==> src/rtl/key_scan_tx.sv <==
// key_scan_tx: debounces NUM_KEYS active-low keys on a shared sample tick,
// queues presses (and optional auto-repeats) as pending requests, and sends
// one byte per request to a UART transmitter over a wrsig/busy handshake.
module key_scan_tx #(
   parameter int unsigned NUM_KEYS      = 4,
   parameter int unsigned SAMPLE_CYCLES = 1000000,
   parameter logic [7:0]  BASE_CODE     = 8'd49,
   parameter int unsigned REPEAT_TICKS  = 0,
   parameter int unsigned BUSY_TIMEOUT  = 16
) (
   input  logic                clk_50MHz,
   input  logic                rst_n,
   input  logic [NUM_KEYS-1:0] key,
   input  logic                uart_busy,
   output logic                uart_wrsig,
   output logic [7:0]          uart_datain,
   output logic [NUM_KEYS-1:0] key_state,
   output logic                drop_pulse
);

   localparam int unsigned TICK_W = $clog2(SAMPLE_CYCLES);
   localparam int unsigned REP_W  = (REPEAT_TICKS > 1) ? $clog2(REPEAT_TICKS) : 1;
   localparam int unsigned TO_W   = $clog2(BUSY_TIMEOUT + 1);
   localparam int unsigned IDX_W  = (NUM_KEYS > 1) ? $clog2(NUM_KEYS) : 1;

   localparam logic [TICK_W-1:0] TICK_LAST = TICK_W'(SAMPLE_CYCLES - 1);
   localparam logic [REP_W-1:0]  REP_LAST  = REP_W'((REPEAT_TICKS > 0) ? REPEAT_TICKS - 1 : 0);
   localparam logic [TO_W-1:0]   TO_LAST   = TO_W'(BUSY_TIMEOUT - 1);

   typedef enum logic [1:0] {
      IDLE,
      SEND,
      WAIT_START,
      WAIT_DONE
   } state_t;

   state_t              state;
   logic [NUM_KEYS-1:0] sync1, sync2;
   logic [NUM_KEYS-1:0] sample, stable, stable_q;
   logic [TICK_W-1:0]   tick_cnt;
   logic                tick;
   logic [REP_W-1:0]    rep_cnt [NUM_KEYS];
   logic [NUM_KEYS-1:0] press, release_now, rep_evt, evt;
   logic [NUM_KEYS-1:0] pending, clr_mask;
   logic [TO_W-1:0]     to_cnt;
   logic                any_sel, grant;
   logic [IDX_W-1:0]    sel_idx;

   assign key_state = ~stable;
   assign tick      = (tick_cnt == TICK_LAST);

   // Two-flop synchroniser for the asynchronous raw keys
   always_ff @(posedge clk_50MHz) begin
      if (!rst_n) begin
         sync1 <= '1;
         sync2 <= '1;
      end else begin
         sync1 <= key;
         sync2 <= sync1;
      end
   end

   // Free-running sample tick counter, 0..SAMPLE_CYCLES-1
   always_ff @(posedge clk_50MHz) begin
      if (!rst_n) begin
         tick_cnt <= '0;
      end else if (tick) begin
         tick_cnt <= '0;
      end else begin
         tick_cnt <= tick_cnt + TICK_W'(1);
      end
   end

   // Debounce: stable follows sync only after two agreeing ticks
   always_ff @(posedge clk_50MHz) begin
      if (!rst_n) begin
         sample   <= '1;
         stable   <= '1;
         stable_q <= '1;
      end else begin
         stable_q <= stable;
         if (tick) begin
            sample <= sync2;
            stable <= (~(sync2 ^ sample) & sync2) | ((sync2 ^ sample) & stable);
         end
      end
   end

   // Event decode: press edge, release about to happen, repeat expiry
   always_comb begin
      press       = stable_q & ~stable;
      release_now = {NUM_KEYS{tick}} & ~stable & sync2 & sample;
      rep_evt     = '0;
      for (int unsigned i = 0; i < NUM_KEYS; i++) begin
         // The tick that releases the key never fires a repeat
         rep_evt[i] = (REPEAT_TICKS > 0) && tick && !stable[i] && !press[i]
                      && !release_now[i] && (rep_cnt[i] == REP_LAST);
      end
      evt = press | rep_evt;
   end

   // Per-key repeat counters: count ticks while held, clear on press/release
   always_ff @(posedge clk_50MHz) begin
      if (!rst_n) begin
         for (int unsigned i = 0; i < NUM_KEYS; i++) begin
            rep_cnt[i] <= '0;
         end
      end else begin
         for (int unsigned i = 0; i < NUM_KEYS; i++) begin
            if (press[i] || stable[i] || release_now[i]) begin
               rep_cnt[i] <= '0;
            end else if (tick) begin
               if (rep_cnt[i] == REP_LAST) begin
                  rep_cnt[i] <= '0;
               end else begin
                  rep_cnt[i] <= rep_cnt[i] + REP_W'(1);
               end
            end
         end
      end
   end

   // Lowest-index pending key wins when the FSM can start a byte
   always_comb begin
      any_sel  = 1'b0;
      sel_idx  = '0;
      clr_mask = '0;
      for (int unsigned i = 0; i < NUM_KEYS; i++) begin
         if (pending[i] && !any_sel) begin
            any_sel = 1'b1;
            sel_idx = IDX_W'(i);
         end
      end
      grant = (state == IDLE) && !uart_busy && any_sel;
      if (grant) begin
         clr_mask[sel_idx] = 1'b1;
      end
   end

   // Pending requests; an event wins over a same-cycle clear
   always_ff @(posedge clk_50MHz) begin
      if (!rst_n) begin
         pending    <= '0;
         drop_pulse <= 1'b0;
      end else begin
         pending    <= (pending & ~clr_mask) | evt;
         drop_pulse <= |(evt & pending & ~clr_mask);
      end
   end

   // Transmit FSM with registered strobe and data
   always_ff @(posedge clk_50MHz) begin
      if (!rst_n) begin
         state       <= IDLE;
         uart_wrsig  <= 1'b0;
         uart_datain <= '0;
         to_cnt      <= '0;
      end else begin
         uart_wrsig <= 1'b0;
         case (state)
            IDLE: begin
               if (grant) begin
                  uart_datain <= BASE_CODE + 8'(sel_idx);
                  uart_wrsig  <= 1'b1;
                  state       <= SEND;
               end
            end
            SEND: begin
               // Strobe cycle counts as the first cycle of the busy timeout
               to_cnt <= TO_W'(1);
               state  <= WAIT_START;
            end
            WAIT_START: begin
               if (uart_busy) begin
                  state <= WAIT_DONE;
               end else if (to_cnt >= TO_LAST) begin
                  state <= IDLE;
               end else begin
                  to_cnt <= to_cnt + TO_W'(1);
               end
            end
            WAIT_DONE: begin
               if (!uart_busy) begin
                  state <= IDLE;
               end
            end
            default: state <= IDLE;
         endcase
      end
   end

endmodule

==> config.mk <==
export PLATFORM = sky130hd
export DESIGN_NAME = key_scan_tx
export DESIGN_NICKNAME = d
export VERILOG_FILES = /design/src/rtl/key_scan_tx.sv
export SDC_FILE = /design/constraint.sdc
export NUM_CORES = 1
export LEC_CHECK = 0
export BUFFER_PORTS_ARGS = -buffer_cell sky130_fd_sc_hd__buf_2
export CORE_MARGIN = 8
export CORE_UTILIZATION = 52
export DETAILED_ROUTE_END_ITERATION = 10
export MAX_ROUTING_LAYER = met4
export PLACE_DENSITY = 0.82
export SLEW_MARGIN = 20
export SYNTH_ARGS = -nofsm -noshare
export SYNTH_HDL_FRONTEND = slang
export SYNTH_SLANG_ARGS = --single-unit
==> constraint.sdc <==
create_clock -name clk_50MHz -period 2.3 [get_ports clk_50MHz]
set_clock_uncertainty 0.05 [all_clocks]
set_input_delay 0.345 -clock clk_50MHz [delete_from_list [all_inputs] [get_ports clk_50MHz]]
set_output_delay 0.345 -clock clk_50MHz [all_outputs]
set_load 0.02 [all_outputs]
## Word level (Yosys, flattened, before mapping)

Cells that the tools add are included.

| word-level totals | value |
|---|---|
| output and inout port bits | 14 |
| input bits | 7 |
| register bits | 61 |
| RAM bits | 0 |
| latch bits | 0 |
| word-level logic and storage cells | 77 |
| bits in read-only memories | 0 |
| memories kept | 0 |

| cells by class | value |
|---|---|
| order comparisons | 3 |
| bitwise operators | 13 |
| equality and inequality tests | 9 |
| add/sub/neg operators | 3 |
| div/mod/pow operators | 0 |
| multipliers | 0 |
| mux-type cells | 19 |
| reduce and logical (&&, ||, !) cells | 18 |
| shift-type cells | 0 |

Operators with widths:

| cell | number |
|---|---|
| AND 4 bit | 6 |
| adder 20 x 1 -> 20 bit, second input constant | 1 |
| == test 20 bit, second input constant | 1 |
| 2-to-1 mux 2 bit | 6 |
| inverter 4 bit | 3 |
| 2-to-1 mux 5 bit | 2 |
| case mux 5 bit (2 select lines) | 1 |
| inequality test 2 bit, second input constant | 4 |
| bitwise OR 4 bit | 2 |
| case mux 2 bit (4 select lines) | 1 |
| adder 6 x 2 -> 7 bit, first input constant | 1 |
| 2-to-1 mux 1 bit | 7 |
| logical AND 1 bit | 6 |
| AND reduction 3 bit | 2 |
| adder 5 x 1 -> 5 bit, second input constant | 1 |
| >= comparator 5 x 4 -> 1 bit, second input constant | 1 |
| == test 2 bit, second input constant | 2 |
| logical NOT 1 bit | 4 |
| 2-to-1 mux 4 bit | 1 |
| AND reduction 2 bit | 2 |
| OR reduction 4 bit | 1 |
| bitwise XOR 4 bit | 1 |
| less-than comparator 2 x 3 -> 1 bit, second input constant | 1 |
| inequality test 3 bit, second input constant | 1 |
| other kinds (7) | 7 |

## Depth between registers and ports, before layout

| logic depth | value |
|---|---|
| depth in word-level cells | 18 |
| gate-level depth with buffers | 7 |
| mapped depth without buffers | 7 |

## Worst setup path before layout

Ideal clock, no wire load.

| timing | value |
|---|---|
| path kind | register -> register |
| from | reg to_cnt[0] |
| to | reg to_cnt[2] |
| arrival | 2.078 ns |
| data required time | 2.130 ns |
| path buffers | 0 |
| clock period less this slack | 2.247 ns |
| setup slack | 0.053 ns |
| cell stages (with the launch flop) | 8 |
| setup time | 0.120 ns |
| path through | dfxtp_1 -> ha_1 -> and3_1 -> ha_1 -> or4b_1 -> a211oi_2 -> a21oi_1 -> o31a_1 |

| on the way | value |
|---|---|
| longest elaborated chain between the ends | 4 |
| elaborated cells on any way between the ends | 7 |
| those cells by class | 1 x add/sub; 1 x order compare; 1 x eq/ne; 3 x mux; 1 x reduce/logical |

Ends and longest elaborated chain:

| item | line | source |
|---|---|---|
| from (decl) | 45 | `logic [TO_W-1:0] to_cnt;` |
| from (signal assigned) | 179 | `to_cnt <= to_cnt + TO_W'(1);` |
| adder 5 x 1 -> 5 bit | 179 |  |
| 2-to-1 mux 5 bit | 176 | `end else if (to_cnt >= TO_LAST) begin` |
| 2-to-1 mux 5 bit | 174 | `if (uart_busy) begin` |
| case mux 5 bit (2 select lines) | 160 | `case (state)` |

Parallel ways exist; a longest one is shown, timed or not. The select of a mux whose other input is x is not followed.
A chain may end at the register's enable or synchronous reset.

## Worst setup path in the final report

Ends and elaborated chain as after synthesis.

==> flow_metrics.tcl <==
set metrics [dict create \
    run_status "complete, no violations" \
    path_max_fanout 7 \
    die_area_mm2 0.00711 \
    r2r-end "to_cnt[2]" \
    start_util 0.528 \
    slew_viol_final 0 \
    ios 21 \
    max_stage_delay_ps 490 \
    synth_edf_count 0 \
    critPathRequiredTime_ps 2520 \
    critical_path_class "reg -> reg" \
    p_sw_mw 0.383 \
    min_path_cells 2 \
    vias 1975 \
    yosys-top-cells-area "dfxtp_1 47%, nor2_1 4.2%, a21oi_1 4.1%" \
    p_seq_frac 0.548 \
    die_y_um 84.3 \
    cts_sinks 57 \
    p_int_mw 1.45 \
    fmax_mhz 451 \
    stdcell_area_mm2 0.00274 \
    synthFlopType "dfxtp_1" \
    crit_path_end_kind "flop" \
    synth_top_family_by_area "simple AND/OR/NAND/NOR gates" \
    place_area_mm2 0.00257 \
    synth_top_area_share 0.470 \
    min_path_type "in -> reg" \
    synth_compound_area_frac 0.109 \
    crit_path_frequent_cell "ha_1" \
    antenna_cells 0 \
    rows 25 \
    clk_pin_slew_ps 60 \
    drt_iter0_markers 150 \
    fin_crit_ps 2220 \
    routed_via_density 5.59 \
    worstSetupStartpointType "flop" \
    htree_levels 3 \
    root_buffer "clkbuf_8" \
    regArea_mm2 0.00114 \
    route.detailed.drc 0 \
    tightest_slew_ps 522 \
    die_x_um 84.3 \
    fillers 409 \
    hold_start "key[1]" \
    routabilityCongestion 0.865 \
    tritoncts.num_buffers 9 \
    synthAdderAreaFrac 0.0361 \
    syn_inst 272 \
    coreArea_mm2 0.00460 \
    comb_power_share 0.025 \
    dr.pass1.iters 4 \
    min_period_over_period 0.964 \
    drt.antenna.violating_nets 0 \
    routed_wl_um 4750 \
    p_per_area_mw_per_mm2 670 \
    antenna_found_initial 0 \
    io_buffers 17 \
    cts_tree "done" \
    grt_pass1_vias 1915 \
    ys_types 46 \
    sw_frac_of_total 0.208 \
    drv_cap 0 \
    rsz0062_at_grt "no" \
    timing.rr.start "to_cnt[0]" \
    grt_pass1_wl_um 8280 \
    synth_warnings 0 \
    cp_slowest_cell "or4b_4" \
    vdd_drop_max_uv 577 \
    stdcell_count 353 \
    multi_input_area_mm2 0.00120 \
    synth_area_per_cell_um2 8.93 \
    grt_overflow 0 \
    p_leak_nw 1.07 \
    drive_above_1_share 0.140 \
    placed_cells 338 \
    yosys.area.top_type "dfxtp_1" \
    clkLatencyLatePin_ps 330 \
    seq_area_frac_synth 0.470 \
    worstRegToRegCells 8 \
    synthArstFlopShare 0 \
    dp_slack_ps 35.1 \
    synth_mux_area_frac 0.00824 \
    grt_max_degree 21 \
    synthXorXnorAreaFrac 0.0505 \
    ys_ff_latch 57 \
    fin_setup_tns_ps 0 \
    clkPwrFrac 0.426 \
    synth_area_mm2 0.00243 \
    critical_path_arrival_ps 2440 \
    rrSetupSlack_ps 80 \
    fin_ws_ps 82.9 \
    place_hpwl_um 3220 \
    whs_endpoint "sync1[1]" \
    fin_util 0.596 \
    synthSimpleGateAreaFrac 0.283 \
    nets 310 \
    hold_violations 0 \
    syn_to_final_growth_pct 12.9 \
    relSlewSlack 0.650 \
    track_usage 0.144 \
    setup_violations 0 \
    cts_buffer_depth 2 \
    crit_path_cell_trace "ha_1, and3_1, ha_1, or4b_4, a211oi_2, buf_4, and4b_1, o31a_1" \
    cts_hold_buf 0 \
    wl_per_cell_um 13.4 \
]
logic make-up after synthesis:
group,count (synthesis)
compound gates,43
xor+xnor,14
fa+ha+maj,7
buf+inv,22
flops,57
mux,2
other cells,1
simple gates,126
state kept, by name, summed over array words and instances, names as in the netlist, named ones only:
register	count
uart_datain	4
tick_cnt	20
stable_q	4
pending	4
sync1	4
state	2
drop_pulse	1
sample	4
uart_wrsig	1
sync2	4
to_cnt	5
power groups by stage:
| stage | sequential, mW | combinational (mW) | clock (mW) |
|---|---|---|---|
| floorplan | 1.03 | 0.0352 | 0 |
| global placement | 1.03 | 0.0461 | 0 |
| detailed placement | 1.03 | 0.0470 | 0 |
| CTS | 1.01 | 0.0471 | 0.801 |
| global route | 1.01 | 0.0531 | 0.855 |
| finish | 1.01 | 0.0467 | 0.783 |
how the worst max path moves through the flow:
| stage | start | endpoint | slack, ps | cells past startpoint |
|---|---|---|---|---|
| 6_report | to_cnt[0] | to_cnt[2] | 80 | 8 |
| 5_1_grt | to_cnt[0] | to_cnt[2] | 7 | 8 |
| 4_1_cts | to_cnt[0] | to_cnt[0] | 30 | 8 |
| 3_5_place_dp | to_cnt[0] | to_cnt[0] | 40 | 8 |
| 3_3_place_gp | to_cnt[0] | to_cnt[2] | 130 | 8 |
| 2_1_floorplan | to_cnt[0] | to_cnt[2] | 50 | 7 |
critical path: cells and delay by family, from the launching register on:
kind                       cells  cell delay [ps]
and+or+nand+nor                3              900
adders and majority gates      2              400
AOI/OAI and AO/OA              2              320
DFF                            1              310
buffers and inverters          1              190
metal layers:
layer,global-route usage,vias to the layer above,part of all wire
met5,-,-,0
met4,0.0818,0,0.020
met3,0.0474,12,0.061
met2,0.236,57,0.48
met1,0.149,906,0.44
li1,-,1000,-
final cells by class:
class,count,share of cell area
multi-input cells,195,0.437
inverters,9,0.0123
clock buffers,14,0.0593
well taps,54,0.0246
flip-flops and latches,57,0.416
repair buffers,24,0.0502
metrics by stage:
step / total power [mW] / hold slack, ps
floorplan: 1.06 / 336
global placement: 1.07 / 339
detailed placement: 1.07 / 346
CTS: 1.85 / 138
global route: 1.92 / 146
finish: 1.84 / 147
cells in the mapped netlist (2+ instances only):
library cell  number
dfxtp_1           57
nor2_1            27
nand2_1           25
a21oi_1           20
nand3_1           15
nand2b_1          11
inv_1              8
nand4_1            8
nor3_1             8
clkbuf_1           7
ha_1               7
o21ai_0            7
xnor2_1            7
xor2_1             7
a211oi_1           6
and3_1             4
and4_1             4
buf_4              4
nor3b_1            4
nor4b_1            4
or3_1              3
and2_1             2
and4b_1            2
buf_2              2
mux2i_1            2
cell usage in the layout, fill, tap and decap left out, drive strengths merged:
cell / instances
a211oi: 7
a21boi: 1
a21oi: 21
a41oi: 1
and2: 2
and3: 4
and4: 5
and4b: 2
buf: 24
clkbuf: 14
clkinv: 1
conb: 3
dfxtp: 57
ha: 7
inv: 8
mux2i: 2
nand2: 25
nand2b: 11
nand3: 16
nand3b: 1
nand4: 9
nor2: 27
nor2b: 1
nor3: 8
nor3b: 4
nor4: 1
nor4b: 4
o211a: 1
o21ai: 8
o21bai: 1
o31a: 1
o31ai: 1
o41ai: 1
or3: 3
or3b: 1
or4: 1
or4b: 1
xnor2: 7
xor2: 7
repair_timing:
action	CTS	global route
endpoints found under the setup margin	0	2
setup buffers	0	1
resized for setup	0	1
Power figures use the tool's default switching activity.
